### config.mk
export PLATFORM = sky130hd
export DESIGN_NAME = uart_tx_flat
export DESIGN_NICKNAME = d
export VERILOG_FILES = /design/src/rtl/uart_tx_if.sv /design/src/rtl/uart_tx.sv /design/src/flat_wrapper.sv
export SDC_FILE = /design/constraint.sdc
export NUM_CORES = 1
export LEC_CHECK = 0
export CAP_MARGIN = 10
export CORE_ASPECT_RATIO = 1.4
export CORE_MARGIN = 2
export CORE_UTILIZATION = 62
export DETAILED_ROUTE_END_ITERATION = 8
export GPL_ROUTABILITY_DRIVEN = 1
export PLACE_DENSITY = 0.83
export SLEW_MARGIN = 20
export SYNTH_ARGS = -nofsm -noshare
export SYNTH_HDL_FRONTEND = slang
export SYNTH_SLANG_ARGS = --single-unit
### constraint.sdc
create_clock -name clk -period 3.15 [get_ports clk]
set_input_delay 0.945 -clock clk [delete_from_list [all_inputs] [get_ports clk]]
set_output_delay 0.945 -clock clk [all_outputs]
set_load 0.01 [all_outputs]
### src/rtl/uart_tx_if.sv
// Parallel-side handshake of the 8N1 transmitter: byte + start request in,
// serial line and frame status out.
interface uart_tx_if;
  logic [7:0] data;
  logic       start;
  logic       tx;
  logic       busy;
  logic       done;

  modport master (output data, output start, input tx, input busy, input done);
  modport slave  (input data, input start, output tx, output busy, output done);
endinterface

### src/rtl/uart_tx.sv
// 8N1 serial transmitter: one byte per accepted start, LSB first, all outputs
// registered so the TX pin never glitches.
module uart_tx #(
  parameter int CLK_FREQ     = 100_000_000,
  parameter int BAUD         = 9600,
  parameter int CLKS_PER_BIT = CLK_FREQ / BAUD
) (
  input  logic       clk,
  input  logic       reset,
  uart_tx_if.slave   bus
);

  localparam int CW = (CLKS_PER_BIT > 2) ? $clog2(CLKS_PER_BIT) : 1;
  localparam logic [CW-1:0] LAST = CW'(CLKS_PER_BIT - 1);

  typedef enum logic [1:0] {IDLE, START, DATA, STOP} state_t;

  state_t        state_q, state_d;
  logic [CW-1:0] cnt_q, cnt_d;
  logic [2:0]    idx_q, idx_d;
  logic [7:0]    shift_q, shift_d;
  logic          tx_q, tx_d;
  logic          busy_q, busy_d;
  logic          done_q, done_d;

  always_comb begin
    state_d = state_q;
    cnt_d   = cnt_q;
    idx_d   = idx_q;
    shift_d = shift_q;
    tx_d    = tx_q;
    busy_d  = busy_q;
    done_d  = 1'b0;
    case (state_q)
      IDLE: begin
        tx_d = 1'b1;
        if (bus.start) begin
          state_d = START;
          shift_d = bus.data;
          cnt_d   = '0;
          idx_d   = '0;
          tx_d    = 1'b0;
          busy_d  = 1'b1;
        end
      end
      START: begin
        if (cnt_q == LAST) begin
          cnt_d   = '0;
          state_d = DATA;
          tx_d    = shift_q[0];
        end else begin
          cnt_d = cnt_q + CW'(1);
        end
      end
      DATA: begin
        // shift_q[0] is the bit currently on the line; [1] is the next one.
        if (cnt_q == LAST) begin
          cnt_d   = '0;
          shift_d = {1'b0, shift_q[7:1]};
          idx_d   = idx_q + 3'd1;
          if (idx_q == 3'd7) begin
            state_d = STOP;
            tx_d    = 1'b1;
          end else begin
            tx_d = shift_q[1];
          end
        end else begin
          cnt_d = cnt_q + CW'(1);
        end
      end
      STOP: begin
        if (cnt_q == LAST) begin
          cnt_d   = '0;
          state_d = IDLE;
          busy_d  = 1'b0;
          done_d  = 1'b1;
        end else begin
          cnt_d = cnt_q + CW'(1);
        end
      end
      default: begin
        state_d = IDLE;
        tx_d    = 1'b1;
        busy_d  = 1'b0;
      end
    endcase
  end

  always_ff @(posedge clk or posedge reset) begin
    if (reset) begin
      state_q <= IDLE;
      cnt_q   <= '0;
      idx_q   <= '0;
      shift_q <= '0;
      tx_q    <= 1'b1;
      busy_q  <= 1'b0;
      done_q  <= 1'b0;
    end else begin
      state_q <= state_d;
      cnt_q   <= cnt_d;
      idx_q   <= idx_d;
      shift_q <= shift_d;
      tx_q    <= tx_d;
      busy_q  <= busy_d;
      done_q  <= done_d;
    end
  end

  assign bus.tx   = tx_q;
  assign bus.busy = busy_q;
  assign bus.done = done_q;

endmodule

### src/flat_wrapper.sv
// flat-port wrapper written by rule: the top's interface ports become plain ports
module uart_tx_flat 
#(
  parameter int CLK_FREQ     = 100_000_000,
  parameter int BAUD         = 9600,
  parameter int CLKS_PER_BIT = CLK_FREQ / BAUD
)
  (clk, reset, bus_data, bus_start, bus_tx, bus_busy, bus_done);
  uart_tx_if bus_i ();
  input  logic clk;
  input  logic reset;
  input wire logic [$bits(bus_i.data)-1:0] bus_data;
  input wire logic [$bits(bus_i.start)-1:0] bus_start;
  output wire logic [$bits(bus_i.tx)-1:0] bus_tx;
  output wire logic [$bits(bus_i.busy)-1:0] bus_busy;
  output wire logic [$bits(bus_i.done)-1:0] bus_done;
  assign bus_i.data = bus_data;
  assign bus_i.start = bus_start;
  assign bus_tx = bus_i.tx;
  assign bus_busy = bus_i.busy;
  assign bus_done = bus_i.done;
  uart_tx #(.CLK_FREQ(CLK_FREQ), .BAUD(BAUD), .CLKS_PER_BIT(CLKS_PER_BIT)) u_core (.clk(clk), .reset(reset), .bus(bus_i));
endmodule
## Word-level counts from Yosys, hierarchy flattened

Index checks and enable logic that the tools add are counted.

| storage, ports and cells | value |
|---|---|
| bits in registers | 30 |
| input bits | 11 |
| output and inout bits | 3 |
| logic and storage cells | 53 |

| operators by class | value |
|---|---|
| $add $sub $neg | 2 |
| equality and inequality tests | 10 |
| muxes and demuxes | 25 |
| reductions and logical operators | 9 |

Operator list:

| operator | number |
|---|---|
| two-way mux 14 bit | 2 |
| one-hot mux 14 bit (2 select lines) | 1 |
| two-way mux 8 bit | 2 |
| one-hot mux 8 bit (2 select lines) | 1 |
| adder 14 x 1 -> 14 bit (second input constant) | 1 |
| equality test 14 bit (second input constant) | 1 |
| two-way mux 2 bit | 5 |
| AND reduction 3 bit | 3 |
| two-way mux 1 bit | 8 |
| inequality test 2 x 1 -> 1 bit (second input constant) | 4 |
| one-hot mux 2 bit (4 select lines) | 1 |
| two-way mux 3 bit | 2 |
| one-hot mux 3 bit (2 select lines) | 1 |
| AND reduction 5 bit | 1 |
| equality test 2 bit (second input constant) | 2 |
| nonzero test 2 bit | 2 |
| adder 3 x 1 -> 3 bit (second input constant) | 1 |
| equality test 3 bit (second input constant) | 1 |
| one-hot mux 1 bit (3 select lines) | 1 |
| nonzero test 3 bit | 1 |
| OR reduction 3 bit | 1 |
| equality test 2 x 1 -> 1 bit (second input constant) | 1 |
| logical NOT 2 bit | 1 |
| inequality test 2 bit (second input constant) | 1 |
| one-hot mux 1 bit (2 select lines) | 1 |

## Longest topological paths before layout

| logic depth | value |
|---|---|
| depth in word-level cells | 4 |
| gate-level depth with buffers | 8 |
| mapped depth without buffers | 6 |

## Worst setup path after synthesis

Ideal clock, no wire load.

| timing | value |
|---|---|
| kind | input -> register |
| from | in bus_start |
| to | reg u_core.state_q[0] |
| library setup time | 0.135 ns |
| arrival | 1.981 ns |
| required time | 3.015 ns |
| slack | 1.034 ns |
| stages | 6 |
| path buffers | 2 |
| cells stage by stage | nor2b_1 clkbuf_1 clkbuf_1 nor2_1 a22oi_1 o211ai_1 |

| on the way | value |
|---|---|
| longest elaborated chain between the ends | 2 |

RTL lines:

| what | RTL line | text |
|---|---|---|
| from (decl) | flat_wrapper.sv:13 | `input wire logic [$bits(bus_i.start)-1:0] bus_start;` |
| inequality test 2 bit (no source line) | - |  |
| AND reduction 5 bit (no source line) | - |  |
| to (signal assigned) | uart_tx.sv:99 | `state_q <= state_d;` |
| to (decl) | uart_tx.sv:18 | `state_t state_q, state_d;` |

Every way passes these cells.
A chain may end at the register's enable or synchronous reset.

## Final worst setup path

| timing | value |
|---|---|
| from | in bus_start |
| to | reg u_core.cnt_q[13] |

| on the way | value |
|---|---|
| longest elaborated chain between the ends | 1 |

RTL lines:

| what | RTL line | text |
|---|---|---|
| inequality test 2 bit (no source line) | - |  |
| to (signal assigned) | uart_tx.sv:100 | `cnt_q <= cnt_d;` |
| to (decl) | uart_tx.sv:19 | `logic [CW-1:0] cnt_q, cnt_d;` |

Every way passes these cells.

==> flow_metrics.tcl <==
set metrics [dict create \
    tns_ps 0 \
    dp_hpwl_mm 2.62 \
    drive_gt1_share_pct 15.3 \
    fin_nets 215 \
    core_area_um2 2670 \
    die_y_um 67.0 \
    outcome "completed" \
    clock_latency_ps 330 \
    dr.pass1.iters 4 \
    ios 14 \
    endpoint_kind "flip-flop" \
    wl_per_cell_um 15.5 \
    min_period_ps 2380 \
    synth_area_per_cell_um2 9.81 \
    ff2ff_setup_slack_ps 930 \
    drc_errors 0 \
    final_common_cell "dfrtp_1" \
    ys_seq_area_share_pct 42.8 \
    cts_made_buffers 5 \
    vdd_drop_max_mv 0.298 \
    dr.first_iter.drc_count 38 \
    clock-sinks 30 \
    max-cap-violations 0 \
    antenna_found_initial 0 \
    ys.warnings.count 0 \
    synth_cell_types 42 \
    grtUsageTotal_pct 25.8 \
    grt_pass1_vias 1400 \
    initial_core_util_pct 65.8 \
    cts_tree "done" \
    wirelength_mm 3.60 \
    maxSlewHeadroom_pct 48.3 \
    rsz0062_at_grt "no" \
    syn-num-nets 199 \
    synth_cells 179 \
    synthArstFlopShare_pct 100 \
    htree_levels 2 \
    holdCritPathClass "reg2reg" \
    yosys.area.top_type_share_pct 41.3 \
    critPathMaxFanout 7 \
    design.die.area_um2 3280 \
    via_per_inst 6.08 \
    drv_slew 0 \
    drt.antenna.violating_nets 0 \
    skew_ps 9.62 \
    cts_resized 0 \
    power_density_nw_per_um2 331 \
    worstPathRequired_ps 3400 \
    worstMarginPinSlew_ps 775 \
    port-buffer-count 13 \
    final_cell_mix "dfrtp_1, nor2_1, clkdlybuf4s50_1" \
    gp_congestion 0.874 \
    rows 22 \
    clock-root-buffer "clkbuf_4" \
    n_fill_cell 197 \
    post-place-ws_ps 457 \
    synth_edf_count 0 \
    grt-ovfl-total 0 \
    worstPathArrival_ps 2630 \
    power_uw 657 \
    syn_to_final_growth_pct 12.9 \
    grt_max_degree 27 \
    num_vias 1410 \
    synth-main-ff-cell "dfrtp_1" \
    post_cts_buffers 0 \
    period_share_pct 75.6 \
    die-width_um 49.0 \
    cts_hold_buf 0 \
    synth.area.top_cells "dfrtp_1, ha_1, nor2_1" \
    setup_violations 0 \
    cts_buffer_depth 2 \
    crit_type "in2reg" \
    start_kind "input pin" \
    fin_ws_ps 769 \
    max_freq_mhz 420 \
    grt_pass1_wl_mm 6.37 \
    antenna_cells 0 \
    cts.clk_slew.worst_paths_ps 90 \
    timing_hold_violations_final 0 \
    yosys.area.top_type "dfrtp_1" \
    synth.cell_area_um2 1760 \
    ys_ff_latch 30 \
    leakagePower_nw 0.795 \
]
-- cell type report --
| type | instances | area (µm²) | share of cell area (%) |
|---|---|---|---|
| inverter | 4 | 15.0 | 0.757 |
| multi-input combinational | 137 | 951 | 47.9 |
| clock inverter | 1 | 5.00 | 0.252 |
| tap | 36 | 45.0 | 2.27 |
| clock buffer | 7 | 55.1 | 2.78 |
| timing repair buffer | 17 | 160 | 8.08 |
| sequential | 30 | 752 | 37.9 |
-- logic make-up after synthesis --
| family | count (synthesis) | share of synthesized area, % |
|---|---|---|
| buffers and inverters | 12 | 3.06 |
| multiplexers | 5 | 2.99 |
| AND/OR/NAND/NOR | 82 | 26.8 |
| XOR/XNOR | 10 | 4.99 |
| AO/OA/AOI/OAI | 31 | 13.0 |
| flip-flops | 30 | 42.8 |
| adder cells (fa/ha/maj) | 9 | 6.41 |
-- power breakdown --
group / internal, mW / switching (mW) / leakage [nW] / total (mW)
Clock: 0.108 / 0.137 / 0.0353 / 0.245
Combinational: 0.0146 / 0.0110 / 0.411 / 0.0255
Sequential: 0.386 / 0.000300 / 0.349 / 0.386
Total: 0.509 / 0.148 / 0.795 / 0.657
-- Yosys cell counts (2+ instances only) --
library cell / count
o221a_2: 7
ha_1: 9
nand4_1: 8
nand3_1: 6
o211ai_1: 2
xnor2_1: 9
clkbuf_1: 6
nor2b_1: 3
inv_1: 4
dfrtp_1: 29
nor4_1: 7
nor2_1: 21
nand3b_1: 3
nand2b_1: 2
or2_2: 2
or3_1: 9
o21ai_0: 10
mux2i_1: 3
mux2_2: 2
nand2_1: 10
a21oi_1: 4
nor3_1: 3
-- registers in the layout, indices dropped and copies added, names as in the netlist --
name / flops
u_core.bus.busy: 1
u_core.bus.done: 1
u_core.bus.tx: 1
u_core.cnt_q: 14
u_core.idx_q: 3
u_core.shift_q: 8
u_core.state_q: 2
-- per-layer routing --
| metal | global-route usage (%) | share of wire (%) |
|---|---|---|
| met1 | 30.4 | 44 |
| met2 | 44.0 | 51 |
| met3 | 5.61 | 3.5 |
| met4 | 13.6 | 1.9 |
| met5 | 0 | 0 |
-- per-stage QoR --
stage	std cells	util, %	area [µm²]	hold WS [ps]
after floorplan	179	-	1760	493
after detailed placement	224	72.0	1920	527
final	232	74.3	1980	541
after global routing	232	74.3	1980	571
after CTS	232	74.3	1980	541
after global placement	224	72.0	1920	514
-- critical path: stages --
cell             delay, ps
clkdlybuf4s50_1        600
nor2b_1                160
or3_1                  410
or3_1                  370
a21oi_1                160
-- final timing paths --
kind / to / start / cells past startpoint
min reg2reg: u_core.cnt_q[2] / u_core.cnt_q[2] / 1
min in group asynchronous: u_core.idx_q[2] / reset / 2
max: u_core.cnt_q[13] / bus_start / 5
max in group asynchronous: u_core.cnt_q[1] / reset / 3
max reg2reg: u_core.cnt_q[6] / u_core.cnt_q[9] / 4
min: u_core.cnt_q[2] / u_core.cnt_q[2] / 1
Power figures use the tool's default switching activity.
